--- src/rtl/sam_delay_search_ctrl_pkg.sv ---
// Shared definitions for the sample-delay search controller: FSM encoding and
// the default error width.
package sam_delay_search_ctrl_pkg;

    localparam int ERR_W_DEFAULT = 18;

    typedef enum logic [2:0] {
        ST_IDLE,
        ST_APPLY,
        ST_SETTLE,
        ST_MEASURE,
        ST_COMPARE,
        ST_LOCKED
    } state_t;

endpackage

--- src/rtl/sam_delay_search_ctrl_err_min_track.sv ---
// Running-minimum tracker: keeps the smallest value seen since the last clear
// and the index it arrived with. Strict compare, so ties keep the earlier index.
module err_min_track #(
    parameter int VAL_W = 18,
    parameter int IDX_W = 2
) (
    input  logic             sys_clk,
    input  logic             reset,
    input  logic             clear,
    input  logic             load,
    input  logic [VAL_W-1:0] value,
    input  logic [IDX_W-1:0] index,
    output logic             better,
    output logic [VAL_W-1:0] best_val,
    output logic [IDX_W-1:0] best_idx
);

    assign better = (value < best_val);

    // NOTE: every register here is reset asynchronously; there is no memory array, so nothing is left uninitialised.
    always_ff @(posedge sys_clk or negedge reset) begin
        if (!reset) begin
            best_val <= '1;
            best_idx <= '0;
        end else if (clear) begin
            best_val <= '1;
            best_idx <= '0;
        end else if (load && better) begin
            best_val <= value;
            best_idx <= index;
        end
    end

endmodule

--- src/rtl/sam_delay_search_ctrl.sv ---
// Sweeps every candidate sample delay, measures the accumulated squared error
// for each after a settling interval, and locks onto the lowest-error delay.
module sam_delay_search_ctrl
    import sam_delay_search_ctrl_pkg::*;
#(
    parameter int DELAY_STEPS    = 4,
    parameter int SETTLE_PERIODS = 2,
    parameter int ERR_W          = ERR_W_DEFAULT
) (
    input  logic                           sys_clk,
    input  logic                           reset,
    input  logic                           start,
    input  logic                           cycle_periodic,
    input  logic [ERR_W-1:0]               acc_sq_err,
    output logic [$clog2(DELAY_STEPS)-1:0] sam_delay,
    output logic                           busy,
    output logic                           done,
    output logic [$clog2(DELAY_STEPS)-1:0] best_delay,
    output logic [ERR_W-1:0]               best_err
);

    localparam int DW = $clog2(DELAY_STEPS);
    localparam int SW = (SETTLE_PERIODS > 0) ? $clog2(SETTLE_PERIODS + 1) : 1;
    localparam logic [DW-1:0] LAST_CAND   = DW'(DELAY_STEPS - 1);
    localparam logic [SW-1:0] SETTLE_LOAD = SW'(SETTLE_PERIODS);

    state_t            state, state_next;
    logic [DW-1:0]     candidate;
    logic [SW-1:0]     settle_cnt;
    logic [ERR_W-1:0]  meas_err;
    logic              clear_best, load_best, better;

    err_min_track #(
        .VAL_W (ERR_W),
        .IDX_W (DW)
    ) u_min (
        .sys_clk  (sys_clk),
        .reset    (reset),
        .clear    (clear_best),
        .load     (load_best),
        .value    (meas_err),
        .index    (candidate),
        .better   (better),
        .best_val (best_err),
        .best_idx (best_delay)
    );

    // NOTE: sequential state uses non-blocking assignments so every register samples pre-edge values.
    always_ff @(posedge sys_clk or negedge reset) begin
        if (!reset) state <= ST_IDLE;
        else        state <= state_next;
    end

    // NOTE: defaults first so no path through the case leaves an output unassigned (no latches).
    always_comb begin
        state_next = state;
        clear_best = 1'b0;
        load_best  = 1'b0;
        unique case (state)
            ST_IDLE, ST_LOCKED: begin
                if (start) begin
                    state_next = ST_APPLY;
                    clear_best = 1'b1;
                end
            end
            ST_APPLY: state_next = ST_SETTLE;
            ST_SETTLE: begin
                // A zero count on entry means no settling pulses are discarded.
                if (settle_cnt == '0)
                    state_next = ST_MEASURE;
                else if (cycle_periodic && settle_cnt == SW'(1))
                    state_next = ST_MEASURE;
            end
            ST_MEASURE: if (cycle_periodic) state_next = ST_COMPARE;
            ST_COMPARE: begin
                load_best  = 1'b1;
                state_next = (candidate == LAST_CAND) ? ST_LOCKED : ST_APPLY;
            end
            default: state_next = ST_IDLE;
        endcase
    end

    always_ff @(posedge sys_clk or negedge reset) begin
        if (!reset) begin
            candidate  <= '0;
            settle_cnt <= '0;
            meas_err   <= '0;
            sam_delay  <= '0;
            busy       <= 1'b0;
            done       <= 1'b0;
        end else begin
            unique case (state)
                ST_IDLE, ST_LOCKED: begin
                    if (start) begin
                        candidate <= '0;
                        sam_delay <= '0;
                        busy      <= 1'b1;
                        done      <= 1'b0;
                    end
                end
                ST_APPLY: settle_cnt <= SETTLE_LOAD;
                ST_SETTLE: begin
                    if (cycle_periodic && settle_cnt != '0)
                        settle_cnt <= settle_cnt - SW'(1);
                end
                ST_MEASURE: if (cycle_periodic) meas_err <= acc_sq_err;
                ST_COMPARE: begin
                    if (candidate == LAST_CAND) begin
                        // The tracker updates on this same edge, so pick the winner here.
                        sam_delay <= better ? candidate : best_delay;
                        busy      <= 1'b0;
                        done      <= 1'b1;
                    end else begin
                        candidate <= candidate + DW'(1);
                        sam_delay <= candidate + DW'(1);
                    end
                end
                default: ;
            endcase
        end
    end

endmodule

--- config.mk ---
export PLATFORM = sky130hd
export DESIGN_NAME = sam_delay_search_ctrl
export DESIGN_NICKNAME = d
export VERILOG_FILES = /design/src/rtl/sam_delay_search_ctrl_pkg.sv /design/src/rtl/sam_delay_search_ctrl_err_min_track.sv /design/src/rtl/sam_delay_search_ctrl.sv
export SDC_FILE = /design/constraint.sdc
export NUM_CORES = 1
export LEC_CHECK = 0
export ABC_AREA = 1
export CAP_MARGIN = 10
export CORE_UTILIZATION = 54
export DETAILED_ROUTE_END_ITERATION = 8
export PLACE_DENSITY = 0.8
export SETUP_SLACK_MARGIN = 0.02
export SLEW_MARGIN = 20
export SYNTH_ARGS = -nofsm -noshare
export SYNTH_HDL_FRONTEND = slang
export SYNTH_HIERARCHICAL = 1
export SYNTH_SLANG_ARGS = --single-unit
--- constraint.sdc ---
create_clock -name sys_clk -period 2.8 [get_ports sys_clk]
set_clock_uncertainty 0.2 [all_clocks]
set_input_delay 0.56 -clock sys_clk [delete_from_list [all_inputs] [get_ports sys_clk]]
set_output_delay 0.56 -clock sys_clk [all_outputs]
set_load 0.01 [all_outputs]
After elaboration in Yosys (flattened, before gate mapping)
Index checks and enable logic that the tools add are counted.
{"block": "word_totals", "ff_bits": 49, "latchBits": 0, "ramBits": 0, "romBits": 0, "elab_cells": 68, "memories": 0}
{"block": "classes", "add_sub_neg": 2, "n_mul": 0, "div": 0, "magnitude_cmp": 1, "eq_ne": 13, "shift": 0, "mux": 27, "bitwise_logic": 0, "n_reduce_logical": 16}
{"cell": "two-way mux 18 bit", "count": 2}
{"cell": "< comparator 18 bit", "count": 1}
{"cell": "two-way mux 3 bit", "count": 5}
{"cell": "one-hot mux 3 bit (5 select lines)", "count": 1}
{"cell": "two-way mux 2 bit", "count": 7}
{"cell": "one-hot mux 2 bit (2 select lines)", "count": 3}
{"cell": "!= test 2 bit, second input constant", "count": 5}
{"cell": "AND reduction 3 bit", "count": 3}
{"cell": "nonzero test 2 bit", "count": 4}
{"cell": "two-way mux 1 bit", "count": 7}
{"cell": "== test 3 x 2 -> 1 bit, second input constant", "count": 2}
{"cell": "== test 3 bit, second input constant", "count": 2}
{"cell": "AND reduction 2 bit", "count": 3}
{"cell": "one-hot mux 1 bit (2 select lines)", "count": 2}
{"cell": "== test 3 x 1 -> 1 bit, second input constant", "count": 1}
{"cell": "logical AND 1 bit", "count": 3}
{"cell": "logical NOT 3 bit", "count": 1}
{"cell": "!= test 3 bit, second input constant", "count": 1}
{"cell": "adder 2 x 1 -> 2 bit, second input constant", "count": 1}
{"cell": "== test 2 x 1 -> 1 bit, second input constant", "count": 1}
{"cell": "== test 2 bit, second input constant", "count": 1}
{"cell": "logical NOT 2 bit", "count": 1}
{"cell": "OR reduction 2 bit", "count": 1}
{"cell": "subtractor 2 x 1 -> 2 bit, second input constant", "count": 1}

Logic depth before layout (Yosys ltp)
{"block": "logic_depth", "ltp_word": 5, "ltp_mapped": 14}

By module
The synthesis kept the hierarchy.
{"mod": "err_min_track", "n_inst": 1, "cells_per_inst": 197, "area_each_um2": 1585.3, "seq_area_each_um2": 523.0}
{"mod": "sam_delay_search_ctrl", "n_inst": 1, "cells_per_inst": 167, "area_each_um2": 1388.8, "seq_area_each_um2": 725.7}

Least setup slack after synthesis
No wires, ideal clock.
{"block": "synth_timing", "kind": "register to register", "start": "reg u_min.best_val[9]", "end": "reg sam_delay[0]", "arrival_time_ns": 1.699, "required_ns": 2.476, "path_slack_ns": 0.777, "path_stages_with_launch": 13, "path_cell_list": "dfstp_2 -> inv_1 -> ha_1 -> nand2_1 -> nor2_1 -> nand4_1 -> nor2_1 -> nor2_2 -> and2_1 -> nand2_1 -> o21ai_0 -> nand3_1 -> nand3_1"}
{"block": "synth_via", "elab_chain_len": 4}
{"item": "start: declaration", "line": "sam_delay_search_ctrl_err_min_track.sv:14", "source": "output logic [VAL_W-1:0] best_val,"}
{"item": "start signal: assignment", "line": "sam_delay_search_ctrl_err_min_track.sv:29", "source": "best_val <= value;"}
{"item": "< comparator 18 bit", "line": "sam_delay_search_ctrl_err_min_track.sv:18", "source": "assign better = (value < best_val);"}
{"item": "net better", "line": "sam_delay_search_ctrl.sv:31", "source": "logic clear_best, load_best, better;"}
{"item": "two-way mux 2 bit", "line": "sam_delay_search_ctrl.sv:110", "source": "sam_delay <= better ? candidate : best_delay;"}
{"item": "two-way mux 2 bit", "line": "sam_delay_search_ctrl.sv:108", "source": "if (candidate == LAST_CAND) begin"}
{"item": "one-hot mux 2 bit (2 select lines)", "line": "sam_delay_search_ctrl.sv:92", "source": "unique case (state)"}
{"item": "end signal: assignment", "line": "sam_delay_search_ctrl.sv:110"}
{"item": "end signal: assignment", "line": "sam_delay_search_ctrl.sv:115", "source": "sam_delay <= candidate + DW'(1);"}
{"item": "end: declaration", "line": "sam_delay_search_ctrl.sv:15", "source": "output logic [$clog2(DELAY_STEPS)-1:0] sam_delay,"}
The timed path passes the listed nets, and every way through them passes these cells.
A chain may end at the register's enable or synchronous reset.

Final worst setup path
{"block": "layout_timing", "start": "reg u_min.best_val[7]", "end": "reg u_min.best_val[17]"}
{"block": "layout_via", "elab_chain_len": 3}
{"item": "< comparator 18 bit", "line": "sam_delay_search_ctrl_err_min_track.sv:18"}
{"item": "logical AND 1 bit", "line": "sam_delay_search_ctrl_err_min_track.sv:28", "source": "end else if (load && better) begin"}
{"item": "nonzero test 2 bit (no line)"}
Every way passes these cells.

==> impl_metrics.json <==
{
  "worstMarginPinSlew_ns": 0.560,
  "fin_util_pct": 68.1,
  "rr_worst_depth": 12,
  "grt_overflow": 0,
  "synth.area.mux_share_pct": 0,
  "num_rows": 26,
  "slew-limit-headroom_pct": 62.6,
  "setup_viol": 0,
  "track_usage_pct": 21.8,
  "crit_slowest_cell": "dfstp_2",
  "synth_xor_area_share_pct": 0,
  "cp-start-kind": "flip-flop",
  "yosys_warnings": 6,
  "hold_viol": 0,
  "fin_crit_ns": 2.38,
  "nets": 451,
  "hp-class": "input port to async pin",
  "num-fill-cells": 415,
  "cts_setup_buffers": 0,
  "yosys_register_bits": 49,
  "dp_hpwl_um": 4250,
  "worstPathArrival_ns": 2.41,
  "rsz0062_at_grt": "false",
  "synth_cell_type_count": 32,
  "grt_antenna_before_repair": 0,
  "final.setup.worst_slack_ns": 0.425,
  "path_class": "flip-flop to flip-flop",
  "clkSinkCount": 49,
  "layout_common_cells": "nand2_1 (77), inv_1 (56), clkdlybuf4s50_1 (44), nand2_2 (43), nand3_1 (35)",
  "fmax_mhz": 421,
  "crit_path_cell_trace": "inv_1 -> ha_1 -> a21oi_1 -> nor2_1 -> nor2_1 -> nand2_1 -> nand2_1 -> nand3_2 -> nand2_2 -> buf_4 -> nand2_2 -> nand2_2",
  "die_h_um": 76.2,
  "io_pins": 46,
  "status": "completed",
  "placed_cells": 472,
  "synth_compound_area_share_pct": 5.01,
  "drt_iter0_markers": 87,
  "cpMostUsedCell": "nand2_2",
  "cts_resized": 0,
  "synthAdderAreaFrac_pct": 8.41,
  "avgSynthCellArea_um2": 8.17,
  "worst_skew_pair.late_latency_ns": 0.30,
  "dpl_worst_slack_ns": 0.451,
  "vias_per_cell": 4.90,
  "h-tree-depth": 2,
  "tritoncts": "built",
  "fin_crit_sh_pct": 84.8,
  "peakVddDrop_uv": 472,
  "routedWlPerCell_um": 12.2,
  "cellPowerDensity_mw_per_mm2": 1100,
  "synth_fp_nets": 406,
  "place_congestion": 0.792,
  "synth_cells": 364,
  "die_x_um": 76.2,
  "final_common_cell": "nand2_1",
  "critPathCaptureType": "flip-flop",
  "fin_setup_tns_ns": 0,
  "power.total_mw": 3.91,
  "port_buffers": 45,
  "fin_hold_ws_ns": 0.0475,
  "clock_path_buffers": 2,
  "dr.pass1.iters": 4,
  "route.detailed.drc": 0,
  "synth_top_family_by_area": "simple AND/OR/NAND/NOR gates",
  "synth_area_mm2": 0.00297,
  "max_stage_delay_ns": 0.56,
  "initial_core_util_pct": 57.1,
  "p_leak_nw": 1.84,
  "finalMaxSlewViolations": 0,
  "drive_gt1_share_pct": 24.7,
  "finalInstanceArea_mm2": 0.00355,
  "synthSimpleGateAreaFrac_pct": 33.4,
  "root_buffer": "clkbuf_8",
  "cap_violations": 0,
  "grt_start_max_net_pins": 37,
  "ys_seq_area_share_pct": 42.0,
  "antenna_left": 0,
  "critPathRequiredTime_ns": 2.84,
  "wirelength_um": 5850,
  "place_area_mm2": 0.00346,
  "clk_pin_slew_ns": 0.09,
  "vias": 2345,
  "cp_max_fo": 12,
  "grt_first_pass_wirelength_um": 9950,
  "core_area_mm2": 0.00520,
  "n_antenna_cell": 0,
  "syn_to_final_growth_pct": 19.2,
  "layout.cells.non_filler": 479,
  "grt_pass1_vias": 2182,
  "holdBufCountCts": 0,
  "die_area_mm2": 0.00581,
  "cts_inserted_buffers": 5
}
-- flip-flops by register name, indices dropped and copies added (netlist names) --
register / count
busy: 1
candidate: 2
state: 3
u_min/best_idx: 2
done: 1
u_min/best_val: 18
meas_err: 18
settle_cnt: 2
sam_delay: 2
-- layer usage --
metal | part of all wire, % | vias to the layer above | track usage (%)
met5 | 0 | - | 0
met4 | 1.0 | 0 | 5.96
met2 | 49 | 46 | 36.6
met1 | 47 | 1087 | 28.2
met3 | 3.4 | 5 | 5.15
li1 | - | 1207 | -
-- power by group --
group | internal [mW] | switching (mW)
logic | 0.959 | 1.14
clock network | 0.196 | 0.220
registers | 1.11 | 0.288
total | 2.26 | 1.65
-- critical path, delay by kind of cell (launching register included) --
family / cells / cell delay [ns]
compound gates: 1 / 0.14
fa+ha+maj: 1 / 0.29
buf+inv: 2 / 0.30
flops: 1 / 0.56
simple gates: 8 / 0.83
-- kinds of logic after synthesis --
family | after synthesis
simple gates | 195
buf+inv | 72
flops | 49
compound gates | 28
fa+ha+maj | 20
-- final cells by class --
type,instances,area (um^2),share of cell area [%]
Timing Repair Buffer,50,495,14.0
Tap cell,70,87.6,2.47
Inverter,60,234,6.60
Multi-Input combinational cell,243,1390,39.3
Clock buffer,7,86.3,2.43
Sequential cell,49,1250,35.2
-- path summary, 6_finish.rpt --
path                                                    start                              to  slack, ns
worst min register to register               busy$_DFFE_PN0P_                busy$_DFFE_PN0P_       0.28
worst min-delay path                                    reset         meas_err[7]$_DFFE_PN0P_       0.05
max in group asynchronous                               reset   u_min/best_val[1]$_DFFE_PN1P_       1.74
min in group sys_clk                         busy$_DFFE_PN0P_                busy$_DFFE_PN0P_       0.28
worst max-delay path            u_min/best_val[7]$_DFFE_PN1P_  u_min/best_val[17]$_DFFE_PN1P_       0.42
worst max register to register  u_min/best_val[7]$_DFFE_PN1P_  u_min/best_val[17]$_DFFE_PN1P_       0.42
-- synth_stat cells --
cell type,instances,share of area [%]
a21o_1,2,0.50
a21oi_1,4,0.67
a21oi_2,1,0.29
and2_1,1,0.21
buf_2,2,0.34
buf_4,3,0.76
buf_6,3,1.1
clkbuf_2,1,0.17
clkinv_1,1,0.13
clkinv_2,1,0.17
dfrtp_1,31,26
dfstp_2,18,16
dlygate4sd1_1,3,0.88
ha_1,20,8.4
inv_1,56,7.1
inv_2,1,0.13
inv_8,1,0.38
nand2_1,77,9.7
nand2_2,43,9.0
nand2_4,1,0.38
nand3_1,35,5.9
nand3_2,1,0.34
nand3_4,1,0.59
nand4_1,2,0.42
nand4_4,1,0.72
nor2_1,11,1.4
nor2_2,2,0.42
nor2_4,1,0.38
nor3_1,1,0.17
o21ai_0,21,3.5
or2_1,1,0.21
or2_2,17,3.6
Power figures use the tool's default switching activity.
